<file path="src/rtl/apb_pkg.sv">
// Shared APB definitions for the bridge, the slave RAM and its interface.
// Holds bus widths and the requester state encoding.
package apb_pkg;

  localparam int APB_ADDR_W = 32;
  localparam int APB_DATA_W = 32;

  typedef enum logic [1:0] {
    IDLE,
    SETUP,
    ACCESS,
    RESP
  } apb_mst_state_e;

endpackage

</file>
<file path="src/rtl/apb_master_bridge.sv">
// Single-outstanding APB requester with a valid/ready command port,
// a valid/ready response port and an ACCESS-phase timeout.
module apb_master_bridge
  import apb_pkg::*;
#(
  parameter int ADDR_W  = APB_ADDR_W,
  parameter int DATA_W  = APB_DATA_W,
  parameter int TIMEOUT = 16
) (
  input  logic              pclk,
  input  logic              presetn,
  input  logic              cmd_valid,
  output logic              cmd_ready,
  input  logic              cmd_write,
  input  logic [ADDR_W-1:0] cmd_addr,
  input  logic [DATA_W-1:0] cmd_wdata,
  output logic              rsp_valid,
  input  logic              rsp_ready,
  output logic [DATA_W-1:0] rsp_rdata,
  output logic              rsp_err,
  output logic              rsp_timeout,
  output logic              psel,
  output logic              penable,
  output logic              pwrite,
  output logic [ADDR_W-1:0] paddr,
  output logic [DATA_W-1:0] pwdata,
  input  logic [DATA_W-1:0] prdata,
  input  logic              pready,
  input  logic              pslverr
);

  localparam int CW = $clog2(TIMEOUT) + 1;
  localparam logic [CW-1:0] CNT_LAST = CW'(TIMEOUT - 1);

  apb_mst_state_e state_q, state_d;

  logic [CW-1:0]     cnt_q, cnt_d;
  logic              psel_q, psel_d;
  logic              pen_q, pen_d;
  logic              pwrite_q, pwrite_d;
  logic [ADDR_W-1:0] paddr_q, paddr_d;
  logic [DATA_W-1:0] pwdata_q, pwdata_d;
  logic              rvalid_q, rvalid_d;
  logic [DATA_W-1:0] rdata_q, rdata_d;
  logic              rerr_q, rerr_d;
  logic              rto_q, rto_d;

  logic accept;
  logic timed_out;

  assign cmd_ready = presetn && (state_q == IDLE);
  assign accept    = cmd_valid && cmd_ready;
  assign timed_out = !pready && (cnt_q == CNT_LAST);

  assign psel        = psel_q;
  assign penable     = pen_q;
  assign pwrite      = pwrite_q;
  assign paddr       = paddr_q;
  assign pwdata      = pwdata_q;
  assign rsp_valid   = rvalid_q;
  assign rsp_rdata   = rdata_q;
  assign rsp_err     = rerr_q;
  assign rsp_timeout = rto_q;

  // State register.
  always_ff @(posedge pclk or negedge presetn) begin
    if (!presetn) begin
      state_q <= IDLE;
    end else begin
      state_q <= state_d;
    end
  end

  // Next-state: SETUP lasts one cycle, ACCESS ends on pready or timeout.
  always_comb begin
    state_d = state_q;
    unique case (state_q)
      IDLE: begin
        if (accept) begin
          state_d = SETUP;
        end
      end
      SETUP: begin
        state_d = ACCESS;
      end
      ACCESS: begin
        if (pready || timed_out) begin
          state_d = RESP;
        end
      end
      RESP: begin
        if (rsp_ready) begin
          state_d = IDLE;
        end
      end
      default: begin
        state_d = IDLE;
      end
    endcase
  end

  // Output next-values; everything holds unless a phase changes it.
  always_comb begin
    cnt_d    = cnt_q;
    psel_d   = psel_q;
    pen_d    = pen_q;
    pwrite_d = pwrite_q;
    paddr_d  = paddr_q;
    pwdata_d = pwdata_q;
    rvalid_d = rvalid_q;
    rdata_d  = rdata_q;
    rerr_d   = rerr_q;
    rto_d    = rto_q;
    unique case (state_q)
      IDLE: begin
        if (accept) begin
          paddr_d  = cmd_addr;
          pwrite_d = cmd_write;
          pwdata_d = cmd_wdata;
          psel_d   = 1'b1;
          pen_d    = 1'b0;
        end
      end
      SETUP: begin
        pen_d = 1'b1;
        cnt_d = '0;
      end
      ACCESS: begin
        if (pready) begin
          psel_d   = 1'b0;
          pen_d    = 1'b0;
          rvalid_d = 1'b1;
          rerr_d   = pslverr;
          rto_d    = 1'b0;
          if (!pwrite_q && !pslverr) begin
            rdata_d = prdata;
          end else begin
            rdata_d = '0;
          end
        end else if (timed_out) begin
          psel_d   = 1'b0;
          pen_d    = 1'b0;
          rvalid_d = 1'b1;
          rerr_d   = 1'b1;
          rto_d    = 1'b1;
          rdata_d  = '0;
        end else begin
          cnt_d = cnt_q + 1'b1;
        end
      end
      RESP: begin
        if (rsp_ready) begin
          rvalid_d = 1'b0;
        end
      end
      default: begin
        psel_d = 1'b0;
        pen_d  = 1'b0;
      end
    endcase
  end

  // Registered APB and response outputs.
  always_ff @(posedge pclk or negedge presetn) begin
    if (!presetn) begin
      cnt_q    <= '0;
      psel_q   <= 1'b0;
      pen_q    <= 1'b0;
      pwrite_q <= 1'b0;
      paddr_q  <= '0;
      pwdata_q <= '0;
      rvalid_q <= 1'b0;
      rdata_q  <= '0;
      rerr_q   <= 1'b0;
      rto_q    <= 1'b0;
    end else begin
      cnt_q    <= cnt_d;
      psel_q   <= psel_d;
      pen_q    <= pen_d;
      pwrite_q <= pwrite_d;
      paddr_q  <= paddr_d;
      pwdata_q <= pwdata_d;
      rvalid_q <= rvalid_d;
      rdata_q  <= rdata_d;
      rerr_q   <= rerr_d;
      rto_q    <= rto_d;
    end
  end

endmodule

</file>
<file path="config.mk">
export PLATFORM = sky130hd
export DESIGN_NAME = apb_master_bridge
export DESIGN_NICKNAME = d
export VERILOG_FILES = /design/src/rtl/apb_pkg.sv /design/src/rtl/apb_master_bridge.sv
export SDC_FILE = /design/constraint.sdc
export NUM_CORES = 1
export LEC_CHECK = 0
export CAP_MARGIN = 10
export CORE_MARGIN = 4
export CORE_UTILIZATION = 37
export CTS_BUF_LIST = sky130_fd_sc_hd__clkbuf_16
export DETAILED_ROUTE_END_ITERATION = 10
export MAX_ROUTING_LAYER = met4
export PLACE_DENSITY = 0.86
export SETUP_SLACK_MARGIN = 0.2
export SLEW_MARGIN = 20
export SYNTH_ARGS = -nofsm -noshare
export SYNTH_HDL_FRONTEND = slang
export SYNTH_SLANG_ARGS = --single-unit
</file>
<file path="constraint.sdc">
create_clock -name pclk -period 1.8 [get_ports pclk]
set_input_delay 0.27 -clock pclk [delete_from_list [all_inputs] [get_ports pclk]]
set_output_delay 0.27 -clock pclk [all_outputs]
set_load 0.01 [all_outputs]
</file>
---- Word level (Yosys, flattened, before mapping) ----
Index checks and enable logic that the tools add are counted.
word-level totals
  flip-flop bits (word level) ............. 109
  latch bits .............................. 0
  RAM bits ................................ 0
  memory bits (read-only) ................. 0
  input port bits ......................... 103
  word-level logic and storage cells ...... 65
  memories ................................ 0
operators by class
  $add $sub $neg .......................... 1
  multipliers ............................. 0
  div/mod/pow operators ................... 0
  magnitude comparators ................... 0
  equal/unequal tests ..................... 10
  shift operators ......................... 0
  muxes and demuxes ....................... 22
  bitwise gates (word level) .............. 0
  reductions and logical operators ........ 21
operator list
  kind                                            count
  two-way mux 32 bit                              3
  AND reduction 3 bit                             5
  two-way mux 5 bit                               2
  != test 2 bit (second input constant)           5
  one-hot mux 5 bit (2 select lines)              1
  two-way mux 1 bit                               9
  one-hot mux 2 bit (4 select lines)              1
  nonzero test 2 bit                              4
  two-way mux 2 bit                               3
  adder 5 x 1 -> 5 bit (second input constant)    1
  == test 5 x 4 -> 1 bit (second input constant)  1
  == test 2 bit (second input constant)           2
  logical AND 1 bit                               4
  one-hot mux 1 bit (2 select lines)              2
  AND reduction 2 bit                             2
  zero test 1 bit                                 3
  != test 3 bit (second input constant)           1
  one-hot mux 1 bit (3 select lines)              1
  nonzero test 3 bit                              1
  == test 2 x 1 -> 1 bit (second input constant)  1
  zero test 2 bit                                 1
  logical OR 1 bit                                1

---- Logic depth before layout (Yosys ltp) ----
  depth after elaboration ................. 5
  gate-level depth with buffers ........... 7
  depth with buffers taken out ............ 6

---- Worst setup path after synthesis ----
No wires, ideal clock.
  path type ............................... register -> register
  start ................................... register cnt_q[0]
  end ..................................... register cnt_q[0]
  arrival time ............................ 1.621 ns
  data required time ...................... 1.673 ns
  setup slack ............................. 0.052 ns
  stages on the path, launching flop included .. 8
  path through ............................ dfrtp_1 ha_1 and3_1 ha_1 or3b_1 clkbuf_1 nand3_1 o21ai_0
on the way
  longest elaborated chain between the ends .. 4
  elaborated cells between the ends (all ways) .. 8
  classes of those cells .................. 1 x add/sub; 2 x eq/ne; 3 x mux; 2 x reduce/logical
ends and longest elaborated chain
  what                                                                       RTL line                                           source
  start: declaration                                                         apb_master_bridge.sv:37                            logic [CW-1:0] cnt_q, cnt_d;
  start signal: assignment                                                   apb_master_bridge.sv:177                           cnt_q <= cnt_d;
  adder 5 x 1 -> 5 bit or == test 5 x 4 -> 1 bit (tied branches)             apb_master_bridge.sv:148, apb_master_bridge.sv:53
  two-way mux 5 bit or logical AND 1 bit (tied branches)                     apb_master_bridge.sv:140, apb_master_bridge.sv:53
  two-way mux 5 bit or != test 2 bit (tied branches)                         -
  one-hot mux 5 bit (2 select lines) or AND reduction 3 bit (tied branches)  -
Parallel ways exist; a longest one is shown, timed or not. The select of a mux whose other input is x is not followed.
A chain may end at the register's enable or synchronous reset.

---- Worst setup path after layout ----
  start ................................... register cnt_q[1]
  end ..................................... register pen_q, in the netlist penable
on the way
  longest elaborated chain between the ends .. 4
ends and longest elaborated chain
  what                           RTL line                  source
  == test 5 x 4 -> 1 bit         apb_master_bridge.sv:53   assign timed_out = !pready && (cnt_q == CNT_LAST);
  logical AND 1 bit              apb_master_bridge.sv:53
  != test 3 bit (no line)        -
  AND reduction 3 bit (no line)  -
  end signal: assignment         apb_master_bridge.sv:179  pen_q <= pen_d;
  end: declaration               apb_master_bridge.sv:39   logic pen_q, pen_d;
Every way passes these cells.

==> results_dict.tcl <==
set metrics [dict create \
    avgViaCountPerCell 4.91 \
    worst-path-buf-inv 0 \
    clk_pin_slew_worst_paths_ns 0.07 \
    cpPeakStageDelay_ns 0.40 \
    core_area_um2 11500 \
    rows 39 \
    layout_min_cycle_time_ns 1.77 \
    ys_seq_area_frac 0.620 \
    post-route-period-util 0.983 \
    die_w_um 117 \
    instances_no_fill 643 \
    syn_avg_cell_area_um2 16.2 \
    yosysMostFrequentCell "dfrtp_1" \
    die_h_um 117 \
    startpoint_type "flip-flop" \
    cts.sinks 109 \
    dp.cells 616 \
    critPathCaptureType "flip-flop" \
    crit_chain "ha_2, and3_4, ha_4, nor3b_4, nor3_2, mux2_2" \
    status "finished, final reports clean" \
    grt-ovfl-total 0 \
    synthToLayoutAreaGrowth_pct 61.4 \
    synth_common_cells "dfrtp_1 (109), mux2_4 (39), a22o_1 (32), mux2_2 (28)" \
    synth-edff-count 0 \
    synth_flop_cell "dfrtp_1" \
    reg2reg_slack_ns 0.03 \
    relSlewSlack 0.615 \
    setup_slack_ns 0.0309 \
    dp_hpwl_um 8700 \
    num_antenna_cells 0 \
    synth.largest_area_cell "dfrtp_1" \
    netlist_top_cells_area "dfrtp_1 (62%), mux2_4 (13%), mux2_2 (7.2%)" \
    p_leak_nw 3.22 \
    syn-cell-area_um2 4400 \
    worstPathMaxFanout 4 \
    dr.pass1.iters 5 \
    vias 3156 \
    fillers 864 \
    drc_errors 0 \
    worst-slew-pin-transition_ns 0.573 \
    start_util 0.382 \
    fmax_ghz 0.565 \
    cp_slowest_cell "dfrtp_1" \
    grt_pass1_wl_um 17900 \
    path_class "flip-flop to flip-flop" \
    drt-initial-drc-count 133 \
    hold_ws_ns 0.0275 \
    slew_violations 0 \
    antenna_found_initial 0 \
    hold_viol 0 \
    cts_root_buf "clkbuf_16" \
    async_flop_share 1.00 \
    drive_above_1_share 0.240 \
    routed_wl_um 11900 \
    ant_nets 0 \
    cts-buffers-inserted 9 \
    worstPathArrival_ns 2.00 \
    max-cap-violations 0 \
    drt-wirelength-per-cell_um 18.5 \
    io_pins 206 \
    grtUsageTotal 0.177 \
    cts_tree "yes" \
    irDropWorstVdd_v 0.000743 \
    clockBufferDepth 2 \
    nets 606 \
    crit_family "simple AND/OR/NAND/NOR gates" \
    dieArea_um2 13700 \
    htree_levels 3 \
    powerDensity_nw_per_um2 1630 \
    rsz0062_at_grt "true" \
    finClkSkew_ns 0.00547 \
    synth_cells 272 \
    synth_cell_type_count 32 \
    synth_top_area_frac 0.620 \
    worstSkewPairLatency_ns 0.34 \
    pre_cts_ws_ns 0.0312 \
    place.gp.congestion 0.782 \
    worstHoldPathType "input port to asynchronous set/reset pin" \
    syn-num-nets 383 \
    grt_pass1_vias 3505 \
    grt_max_degree 104 \
    required_ns 2.03 \
    synth_warnings 0 \
    setup_viol 0 \
    ys_seq_elements 109 \
    io_buffers 205 \
]
-- registers in the layout, summed over array words and instances (netlist names) --
register     count
psel             1
penable          1
pwdata          32
rsp_err          1
cnt_q            5
rsp_timeout      1
rsp_rdata       32
rsp_valid        1
state_q          2
pwrite           1
paddr           32
-- final cells by class --
type                    count  area, µm²  share of cell area
inverters                   4       15.0             0.00212
repair buffers            227       2300               0.325
multi-input cells         144       1590               0.223
well taps                 143        179              0.0252
flip-flops and latches    109       2730               0.385
clock inverters             7       58.8             0.00829
clock buffers               9        225              0.0317
-- final timing paths --
check	startpoint	to	depth (start not counted)
worst max-delay path	cnt_q[1]	penable	6
worst min-delay path	presetn	state_q[1]	2
worst max register to register	cnt_q[1]	penable	6
worst min register to register	cnt_q[3]	cnt_q[3]	1
max in group asynchronous	presetn	paddr[29]	2
min in group pclk	cnt_q[3]	cnt_q[3]	1
-- stage by stage --
stage	cell area [µm²]	util	total power, mW	TNS (ns)
after floorplan	4440	-	6.56	0
after global placement	6660	0.578	9.34	0
after detailed placement	6660	0.578	9.51	0
after CTS	7070	0.614	11.6	0
after global routing	7100	0.616	12.2	-0.0516
final	7100	0.616	11.6	0
-- placed cells by master (no fill, tap or decap), types with 3 or more instances in the layout --
cell,synthesis,layout
a22o_1,32,32
ha_1,8,4
dfrtp_1,109,108
buf_4,1,13
mux2_4,39,39
a21oi_1,3,3
buf_12,0,4
clkdlybuf4s50_1,0,201
nand2_1,6,5
clkbuf_16,0,9
nand3_1,3,3
inv_1,4,4
buf_6,8,5
mux2_2,28,28
-- per-layer routing --
layer / GRT usage / vias up / part of all wire
met2: 0.309 / 122 / 0.53
met5: - / - / 0
met4: 0.0787 / 0 / 0.029
li1: - / 1423 / -
met3: 0.0360 / 26 / 0.051
met1: 0.195 / 1585 / 0.39
-- report_power, final --
part	internal (mW)	leakage [nW]	total, mW	switching [mW]
clock	1.06	0.145	1.90	0.840
combinational	3.49	1.72	5.43	1.94
sequential	3.57	1.36	4.23	0.659
-- logic make-up after synthesis --
logic type	count (synthesis)	share of synthesized area
AOI/OAI and AO/OA	43	0.0791
adders and majority gates	8	0.0228
buffers and inverters	19	0.0321
DFF	109	0.620
muxes	69	0.209
and+or+nand+nor	24	0.0364
-- what timing repair did --
action                                 in CTS  in global routing
setup buffers                               7                  2
hold buffers                                1                  0
endpoints found under the hold margin       6                  0
pin swaps                                   3                  1
setup endpoints to repair                 104                 84
gates resized for setup                    14                  6
gates cloned                                1                  0
(Power assumes the default switching activity.)
